$ cat src/rtl/ascon_pack.sv
// Shared types and constants for the ASCON-AEAD128 decryption controller.
package ascon_pack;

   typedef enum logic [3:0] {
      IDLE,
      LOAD,
      INIT_P,
      KEY_INIT,
      WAIT_AD,
      AD_P,
      DOMAIN,
      WAIT_CT,
      CT_P,
      KEY_FIN,
      FIN_P,
      TAG
   } state_t;

   // pa runs rounds 0..11, pb runs rounds 4..11
   localparam logic [3:0] PA_START   = 4'd0;
   localparam logic [3:0] PB_START   = 4'd4;
   localparam logic [3:0] LAST_ROUND = 4'd11;

   typedef logic [127:0] tag_t;

   function automatic logic tag_match(input tag_t rx, input tag_t calc);
      return rx == calc;
   endfunction

endpackage

$ cat src/rtl/round_counter.sv
// Permutation round index: loaded with the first round of pa or pb,
// steps while enabled and parks on the last round instead of wrapping.
module round_counter
   import ascon_pack::*;
(
   input  logic       clock,
   input  logic       reset,
   input  logic       load,
   input  logic [3:0] start,
   input  logic       en,
   output logic [3:0] round,
   output logic       last
);

   logic [3:0] cnt;

   // load has priority over stepping; stepping stops at LAST_ROUND
   always_ff @(posedge clock) begin
      if (reset)
         cnt <= 4'd0;
      else if (load)
         cnt <= start;
      else if (en && !last)
         cnt <= cnt + 4'd1;
   end

   assign round = cnt;
   assign last  = (cnt == LAST_ROUND);

endmodule

$ cat src/rtl/ascon_dec_ctrl.sv
// ASCON-AEAD128 decryption controller: sequences init, AD absorption,
// ciphertext replacement, finalization and the tag check for the datapath.
module ascon_dec_ctrl
   import ascon_pack::*;
(
   input  logic         clock_i,
   input  logic         reset_i,
   input  logic         start_i,
   input  logic         ad_empty_i,
   input  logic         data_valid_i,
   input  logic         data_last_i,
   output logic         data_ready_o,
   input  logic [127:0] tag_i,
   input  logic [127:0] state_tag_i,
   output logic [3:0]   round_o,
   output logic         perm_en_o,
   output logic         init_load_o,
   output logic         key_xor_init_o,
   output logic         key_xor_final_o,
   output logic         absorb_ad_o,
   output logic         replace_ct_o,
   output logic         domain_sep_o,
   output logic         pt_valid_o,
   output logic         busy_o,
   output logic         done_o,
   output logic         tag_ok_o
);

   state_t     state;
   logic       ad_empty_q;
   logic       ad_last_q;
   logic       tag_ok_q;
   logic       ctr_load;
   logic [3:0] ctr_start;
   logic [3:0] ctr_round;
   logic       ctr_last;

   round_counter u_round_counter (
      .clock (clock_i),
      .reset (reset_i),
      .load  (ctr_load),
      .start (ctr_start),
      .en    (perm_en_o),
      .round (ctr_round),
      .last  (ctr_last)
   );

   // Main sequencer; also latches the AD-empty flag, the last-AD flag and the tag verdict
   always_ff @(posedge clock_i) begin
      if (reset_i) begin
         state      <= IDLE;
         ad_empty_q <= 1'b0;
         ad_last_q  <= 1'b0;
         tag_ok_q   <= 1'b0;
      end else begin
         case (state)
            IDLE:
               if (start_i) begin
                  state      <= LOAD;
                  ad_empty_q <= ad_empty_i;
                  tag_ok_q   <= 1'b0;
               end
            LOAD:     state <= INIT_P;
            INIT_P:   if (ctr_last) state <= KEY_INIT;
            KEY_INIT: state <= ad_empty_q ? DOMAIN : WAIT_AD;
            WAIT_AD:
               if (data_valid_i) begin
                  state     <= AD_P;
                  ad_last_q <= data_last_i;
               end
            AD_P:     if (ctr_last) state <= ad_last_q ? DOMAIN : WAIT_AD;
            DOMAIN:   state <= WAIT_CT;
            // the final ciphertext block skips the pb permutation
            WAIT_CT:  if (data_valid_i) state <= data_last_i ? KEY_FIN : CT_P;
            CT_P:     if (ctr_last) state <= WAIT_CT;
            KEY_FIN:  state <= FIN_P;
            FIN_P:    if (ctr_last) state <= TAG;
            TAG: begin
               tag_ok_q <= tag_match(tag_i, state_tag_i);
               state    <= IDLE;
            end
            default:  state <= IDLE;
         endcase
      end
   end

   // Strobe decode from the state register; ready and the data strobes
   // only rise on an actual handshake, and everything is forced low in reset
   always_comb begin
      data_ready_o    = 1'b0;
      round_o         = 4'd0;
      perm_en_o       = 1'b0;
      init_load_o     = 1'b0;
      key_xor_init_o  = 1'b0;
      key_xor_final_o = 1'b0;
      absorb_ad_o     = 1'b0;
      replace_ct_o    = 1'b0;
      domain_sep_o    = 1'b0;
      pt_valid_o      = 1'b0;
      busy_o          = 1'b0;
      done_o          = 1'b0;
      ctr_load        = 1'b0;
      ctr_start       = PA_START;
      if (!reset_i) begin
         busy_o = (state != IDLE);
         case (state)
            LOAD: begin
               init_load_o = 1'b1;
               ctr_load    = 1'b1;
               ctr_start   = PA_START;
            end
            INIT_P, AD_P, CT_P, FIN_P: begin
               perm_en_o = 1'b1;
               round_o   = ctr_round;
            end
            KEY_INIT: key_xor_init_o = 1'b1;
            WAIT_AD: begin
               data_ready_o = data_valid_i;
               absorb_ad_o  = data_valid_i;
               ctr_load     = data_valid_i;
               ctr_start    = PB_START;
            end
            DOMAIN: domain_sep_o = 1'b1;
            WAIT_CT: begin
               data_ready_o = data_valid_i;
               replace_ct_o = data_valid_i;
               pt_valid_o   = data_valid_i;
               ctr_load     = data_valid_i && !data_last_i;
               ctr_start    = PB_START;
            end
            KEY_FIN: begin
               key_xor_final_o = 1'b1;
               ctr_load        = 1'b1;
               ctr_start       = PA_START;
            end
            TAG: done_o = 1'b1;
            default: ;
         endcase
      end
   end

   assign tag_ok_o = tag_ok_q && !reset_i;

endmodule

$ cat config.mk
export PLATFORM = sky130hd
export DESIGN_NAME = ascon_dec_ctrl
export DESIGN_NICKNAME = d
export VERILOG_FILES = /design/src/rtl/ascon_pack.sv /design/src/rtl/round_counter.sv /design/src/rtl/ascon_dec_ctrl.sv
export SDC_FILE = /design/constraint.sdc
export NUM_CORES = 1
export LEC_CHECK = 0
export CORE_AREA = 5 5 105 107
export CTS_CLUSTER_DIAMETER = 120
export DETAILED_ROUTE_END_ITERATION = 8
export DIE_AREA = 0 0 110 112
export PLACE_DENSITY = 0.74
export SETUP_SLACK_MARGIN = 0.15
export SYNTH_ARGS = -nofsm -noshare
export SYNTH_HDL_FRONTEND = slang
export SYNTH_SLANG_ARGS = --single-unit
export TNS_END_PERCENT = 10
$ cat constraint.sdc
create_clock -name clock_i -period 1.5 [get_ports clock_i]
set_input_delay 0.3 -clock clock_i [delete_from_list [all_inputs] [get_ports clock_i]]
set_output_delay 0.3 -clock clock_i [all_outputs]
set_load 0.01 [all_outputs]
==> results of run 1 <==
placed cells by master (no fill, tap or decap), drive strengths merged:
master	instances
clkdlybuf4s50	226
xnor2	100
buf	45
nand4	28
xor2	27
dlygate4sd2	21
nor2	16
nor4	15
dlymetal6s2s	14
dfxtp	11
a21oi	10
nand2b	6
and2	5
inv	5
nand2	5
mux2i	4
nor3	4
clkbuf	4
nand3	4
o22ai	3
a211oi	3
clkinv	2
a221oi	2
o32a	2
nor2b	2
o21ai	2
diode	1
or2	1
nand3b	1
a21o	1
and3	1
or4	1
o211ai	1
a32oi	1
o22a	1
a311oi	1
ha	1
bufbuf	1
clkdlybuf4s15	1
synthesized netlist by cell type, types with 2 or more instances:
library cell | instances | share of area (%)
a211oi_1 | 2 | 0.68
a21oi_1 | 10 | 2.3
a221oi_1 | 2 | 0.80
and2_1 | 5 | 1.4
buf_2 | 2 | 0.45
buf_4 | 2 | 0.68
clkbuf_1 | 2 | 0.34
clkinv_1 | 2 | 0.34
dfxtp_1 | 11 | 10
inv_1 | 5 | 0.85
mux2i_1 | 4 | 1.8
nand2_1 | 4 | 0.68
nand2b_1 | 5 | 1.4
nand3_1 | 3 | 0.68
nand4_1 | 27 | 7.7
nor2_1 | 15 | 2.6
nor2b_1 | 2 | 0.57
nor3_1 | 3 | 0.68
nor4_1 | 15 | 4.3
o22ai_1 | 3 | 0.85
xnor2_1 | 100 | 40
xor2_1 | 27 | 11
metrics by stage:
stage / instance area [um2] / power (mW) / cells
floorplan: 2213 / 1.261 / 273
global placement: 5328 / 2.395 / 706
detailed placement: 5328 / 2.430 / 706
CTS: 5440 / 2.816 / 714
global route: 5515 / 3.039 / 715
finish: 5515 / 2.839 / 715
cells by family after synthesis:
logic type,Yosys count
adder cells (fa/ha/maj),1
multiplexers,4
flip-flops,11
buffers and inverters,14
XOR/XNOR,127
AND/OR/NAND/NOR,89
AO/OA/AOI/OAI,27
power groups by stage:
stage / combinational (mW) / clock, mW / sequential, mW
after CTS: 2.07 / 0.324 / 0.418
after global placement: 1.99 / 0 / 0.409
after global routing: 2.27 / 0.337 / 0.429
final: 2.10 / 0.315 / 0.421
after floorplan: 0.868 / 0 / 0.394
after detailed placement: 2.02 / 0 / 0.414
area by class of cell:
class	instances	area, um2	share of cell area (%)
diodes	1	2.502	0.04537
clock buffers	4	45.04	0.8167
inverters	7	28.78	0.5218
multi-input cells	248	2047	37.11
flip-flops and latches	11	230.2	4.174
well taps	136	170.2	3.085
repair buffers	308	2992	54.24
worst max-delay path, delay by kind of cell, from the launching register on:
family          cells  cell delay, ns
simple gates        5            1.12
buf+inv             1            0.12
compound gates      1            0.12
flops               1            0.36
flip-flops by register name (all words and copies together) (netlist names):
| signal | count |
|---|---|
| ad_empty_q | 1 |
| ad_last_q | 1 |
| state | 4 |
| tag_ok_q | 1 |
| u_round_counter.round | 4 |
worst max path at each step:
stage / depth (start not counted) / slack (ns) / start / to
after floorplan: 6 / -0.02 / state_tag_i[74] / tag_ok_q$_SDFFE_PP0P_
after global placement: 7 / -0.78 / tag_i[74] / tag_ok_q$_SDFFE_PP0P_
after detailed placement: 7 / -0.80 / tag_i[74] / tag_ok_q$_SDFFE_PP0P_
after CTS: 7 / -0.30 / state[2]$_SDFFE_PP0P_ / tag_ok_q$_SDFFE_PP0P_
after global routing: 7 / -0.35 / state[2]$_SDFFE_PP0P_ / tag_ok_q$_SDFFE_PP0P_
final: 7 / -0.29 / state[2]$_SDFFE_PP0P_ / tag_ok_q$_SDFFE_PP0P_
routing by layer:
| layer | share of wire (%) | wire length, um | global-route usage, % | vias to the layer above |
|---|---|---|---|---|
| li1 | - | - | - | 1573 |
| met1 | 34 | 4108 | 19.54 | 1431 |
| met2 | 55 | 6741 | 35.36 | 139 |
| met3 | 7.8 | 945 | 4.928 | 25 |
| met4 | 2.9 | 356 | 6.318 | 0 |
| met5 | 0 | 0 | 0 | - |
timing repair:
item                       in CTS  in global routing
buffers inserted                3                  0
setup endpoints to repair      26                 27
hold buffers                    0                  0
gates cloned                    1                  0
gates resized for setup       110                 29
pin swaps                      31                 15
==> impl_metrics.tcl, run 1 <==
set metrics [dict create \
    status "finished, violations left" \
    violations "setup timing" \
    wire_per_inst_um 16.99 \
    synth_edf_count 0 \
    seqPwrFrac_pct 14.8 \
    synthArstFlopShare_pct 0 \
    fin_tns_setup_ns -2.014 \
    dp_slack_ns -0.7984 \
    cp-end-kind "flip-flop" \
    startpoint_type "flip-flop" \
    n_fill_cell 910 \
    portBuffers 277 \
    ctsHtreeMaxLevel 1 \
    synth_top_family_by_area "XOR/XNOR gates" \
    die_h_um 112 \
    ys_warn_count 0 \
    grt_pass1_vias 3502 \
    synth.cell_area_um2 2201 \
    dr.pass1.iters 4 \
    cp_slowest_cell "or4_4" \
    cts-root-buf "clkbuf_8" \
    antenna_found_initial 1 \
    cts_tree "done" \
    worst_ir_drop_vdd_uv 315.1 \
    routed_wl_um 12150 \
    final_util_pct 54.90 \
    worst_slew_pin_slew_ns 0.2985 \
    combinationalPowerShare_pct 74.1 \
    r2r_slack_ns -0.29 \
    synth_simple_gate_area_share_pct 24.90 \
    rr_startpoint "state[2]$_SDFFE_PP0P_" \
    ant_nets 0 \
    clock_latency_ns 0.25 \
    power.internal_mw 1.835 \
    rsz0062_at_grt "yes" \
    min_path_cells 3 \
    swShare_pct 35.37 \
    drive_above_1_share_pct 15.57 \
    dieArea_um2 12320 \
    whs_ns 0.5228 \
    synthXorXnorAreaFrac_pct 50.54 \
    setup_viol 19 \
    p_sw_mw 1.004 \
    clock.fmax_mhz 560.0 \
    cp.required_ns 1.68 \
    fin_crit_sh_pct 119.0 \
    cts.sinks 11 \
    synthesis.nets 536 \
    synth_cell_types 44 \
    synth_adder_area_share_pct 0.5685 \
    die_x_um 110 \
    powerDensity_nw_per_um2 514.8 \
    hold_path_class "in -> reg" \
    critPathKind "reg -> reg" \
    timing.reg2reg.worst_path_depth 7 \
    pwr-share-clk_pct 11.1 \
    place_hpwl_um 11180 \
    synthCells 273 \
    grt_use_total_pct 18.76 \
    io-pin-count 278 \
    core.rowCount 37 \
    via_count 3168 \
    cp_slowest_stage_delay_ns 0.54 \
    critPathArrivalTime_ns 1.96 \
    start_util_pct 21.91 \
    hold_viol_final 0 \
    finalClockSkew_ns 0.004454 \
    gp_congestion 0.9009 \
    clock_path_buffers 2 \
    power.leakage_nw 2.125 \
    hold_path_startpoint "reset_i" \
    path_max_fanout 5 \
    drv_cap 0 \
    finalCriticalPeriod_ns 1.786 \
    r2r_end "tag_ok_q$_SDFFE_PP0P_" \
    vias_per_cell 4.431 \
    ys.flop_type "dfxtp_1" \
    grt_pass1_wl_um 17750 \
    syn_area_per_cell_um2 8.062 \
    hold_end "ad_empty_q$_SDFFE_PP0P_" \
    drc 0 \
    synth_compound_area_share_pct 8.982 \
    timing.final.ws_setup_ns -0.2857 \
    core_um2 10050 \
    grt_max_degree 10 \
    fin_nets 842 \
    ys_ff_latch 11 \
    gr-total-overflow 0 \
    drtIter0Drc 86 \
    ys_seq_area_share_pct 10.01 \
    crit_chain "buf_6 > nand2b_4 > nor3_4 > and3_1 > nand3_1 > or4_4 > o21ai_1" \
    finalMaxSlewViolations 0 \
    cts_buffers 3 \
    area_growth_pct 150.6 \
    clk_pin_slew_ns 0.05 \
    muxShareOfSynthArea_pct 1.819 \
    maxSlewHeadroom_pct 79.91 \
]
(Power assumes the default switching activity.)
==> inputs of run 2 (changes only) <==
PLACE_DENSITY = default   (was 0.74)
PLACE_DENSITY_LB_ADDON = 0.15   (was default)
TNS_END_PERCENT = default   (was 10)
==> impl_metrics.tcl, run 2 (synthesis gave the netlist of run 1 again) <==
set metrics [dict create \
    cp.required_ns 1.68 \
    finalMaxSlewViolations 0 \
    area_growth_pct 163.1 \
    place_hpwl_um 11260 \
    drv_cap 0 \
    maxSlewHeadroom_pct 74.60 \
    critPathKind "reg -> reg" \
    routed_wl_um 12460 \
    core_um2 10050 \
    fin_tns_setup_ns -2.225 \
    drtIter0Drc 86 \
    layout_common_cells "192 x clkdlybuf4s50_1, 94 x xnor2_1, 44 x dlygate4sd2_1" \
    r2r_slack_ns -0.28 \
    finalCriticalPeriod_ns 1.780 \
    ctsHtreeMaxLevel 1 \
    dp_slack_ns -0.8795 \
    die_x_um 110 \
    drc 0 \
    cts-root-buf "clkbuf_8" \
    layout_commonest_cell "clkdlybuf4s50_1" \
    ant_nets 0 \
    grt_use_total_pct 19.41 \
    wire_per_inst_um 17.07 \
    timing.reg2reg.worst_path_depth 7 \
    rr_startpoint "state[2]$_SDFFE_PP0P_" \
    power.leakage_nw 2.382 \
    crit_start "state[2]$_SDFFE_PP0P_" \
    combinationalPowerShare_pct 77.2 \
    core.rowCount 37 \
    setup_viol 18 \
    n_fill_cell 960 \
    cts_tree "done" \
    timing.final.ws_setup_ns -0.2802 \
    fin_nets 858 \
    critPathArrivalTime_ns 1.96 \
    clk_pin_slew_ns 0.06 \
    dr.pass1.iters 4 \
    swShare_pct 35.73 \
    grt_pass1_vias 3560 \
    min_path_cells 2 \
    powerDensity_nw_per_um2 549.6 \
    power.internal_mw 2.046 \
    via_count 3189 \
    cts_buffers 3 \
    worst_ir_drop_vdd_uv 353.3 \
    grt_pass1_wl_um 18350 \
    cts.sinks 11 \
    start_util_pct 21.91 \
    final_util_pct 57.64 \
    clock.fmax_mhz 561.7 \
    clock_latency_ns 0.25 \
    pwr-share-clk_pct 9.6 \
    vias_per_cell 4.368 \
    antenna_found_initial 1 \
    r2r_end "tag_ok_q$_SDFFE_PP0P_" \
    status "finished, violations left" \
    portBuffers 277 \
    startpoint_type "flip-flop" \
    drive_above_1_share_pct 21.04 \
    gr-total-overflow 0 \
    violations "setup timing" \
    hold_path_startpoint "ad_empty_q$_SDFFE_PP0P_" \
    worst_slew_pin_slew_ns 0.3776 \
    fin_crit_sh_pct 118.7 \
    grt_max_degree 14 \
    rsz0062_at_grt "yes" \
    p_sw_mw 1.137 \
    die_h_um 112 \
    seqPwrFrac_pct 13.2 \
    dieArea_um2 12320 \
    cp-end-kind "flip-flop" \
    io-pin-count 278 \
    hold_end "ad_empty_q$_SDFFE_PP0P_" \
    path_max_fanout 4 \
    gp_congestion 0.8369 \
    finalClockSkew_ns 0.007753 \
    hold_viol_final 0 \
    antenna_cells 0 \
    clock_path_buffers 2 \
    hold_path_class "reg -> reg" \
]
-- run 2: cell type report --
cell class	count	area [um2]	share of cell area, %
Timing Repair Buffer	324	3144	54.30
Inverter	7	28.78	0.4970
Clock inverter	1	5.005	0.08643
Tap cell	136	170.2	2.939
Sequential cell	11	232.7	4.019
Multi-Input combinational cell	248	2168	37.45
Clock buffer	3	41.29	0.7131
-- run 2: worst max-delay path by stage --
stage,end,slack (ns),cells after the start
4_1_cts,tag_ok_q$_SDFFE_PP0P_,-0.28,7
6_report,tag_ok_q$_SDFFE_PP0P_,-0.28,7
2_1_floorplan,tag_ok_q$_SDFFE_PP0P_,-0.01,6
5_1_grt,tag_ok_q$_SDFFE_PP0P_,-0.36,7
3_3_place_gp,tag_ok_q$_SDFFE_PP0P_,-0.87,8
3_5_place_dp,tag_ok_q$_SDFFE_PP0P_,-0.88,8
-- run 2: power by group through the flow --
stage | registers [mW] | logic (mW) | clock network, mW
final | 0.419 | 2.46 | 0.307
after global routing | 0.429 | 2.63 | 0.334
after CTS | 0.414 | 2.35 | 0.316
after detailed placement | 0.407 | 2.12 | 0
after global placement | 0.402 | 2.09 | 0
after floorplan | 0.403 | 0.915 | 0
-- run 2: per-stage QoR --
step           hold slack (ns)  power (mW)  area [um2]  instances
2_1_floorplan           0.4439       1.318        2283        273
3_3_place_gp            0.4875       2.497        5449        714
3_5_place_dp            0.4926       2.532        5449        714
4_1_cts                 0.5048       3.083        5654        729
5_1_grt                 0.5503       3.393        5791        730
6_report                0.4975       3.183        5791        730
-- run 2: per-layer routing --
| layer | wire length, um | global-route usage [%] | up-vias | share of wire, % |
|---|---|---|---|---|
| li1 | - | - | 1602 | - |
| met1 | 4053 | 18.44 | 1445 | 33 |
| met2 | 7353 | 40.57 | 130 | 59 |
| met3 | 902 | 4.986 | 12 | 7.2 |
| met4 | 149 | 2.743 | 0 | 1.2 |
| met5 | 0 | 0 | - | 0 |
-- run 2: timing repair --
item                       in CTS  in global routing
hold buffers                    0                  0
hold endpoints to repair        0                  0
pin swaps                      40                 21
gates cloned                    0                  0
resized for setup             149                 48
setup buffers                  11                  1
setup endpoints to repair      25                 27
-- run 2: worst max-delay path, cell delays in order (launching register included) --
cell      delay, ns
dfxtp_4        0.36
buf_8          0.12
nand2b_4       0.14
nor3_4         0.18
and3_1         0.18
nand3_1        0.08
or4_1          0.54
o21ai_1        0.12
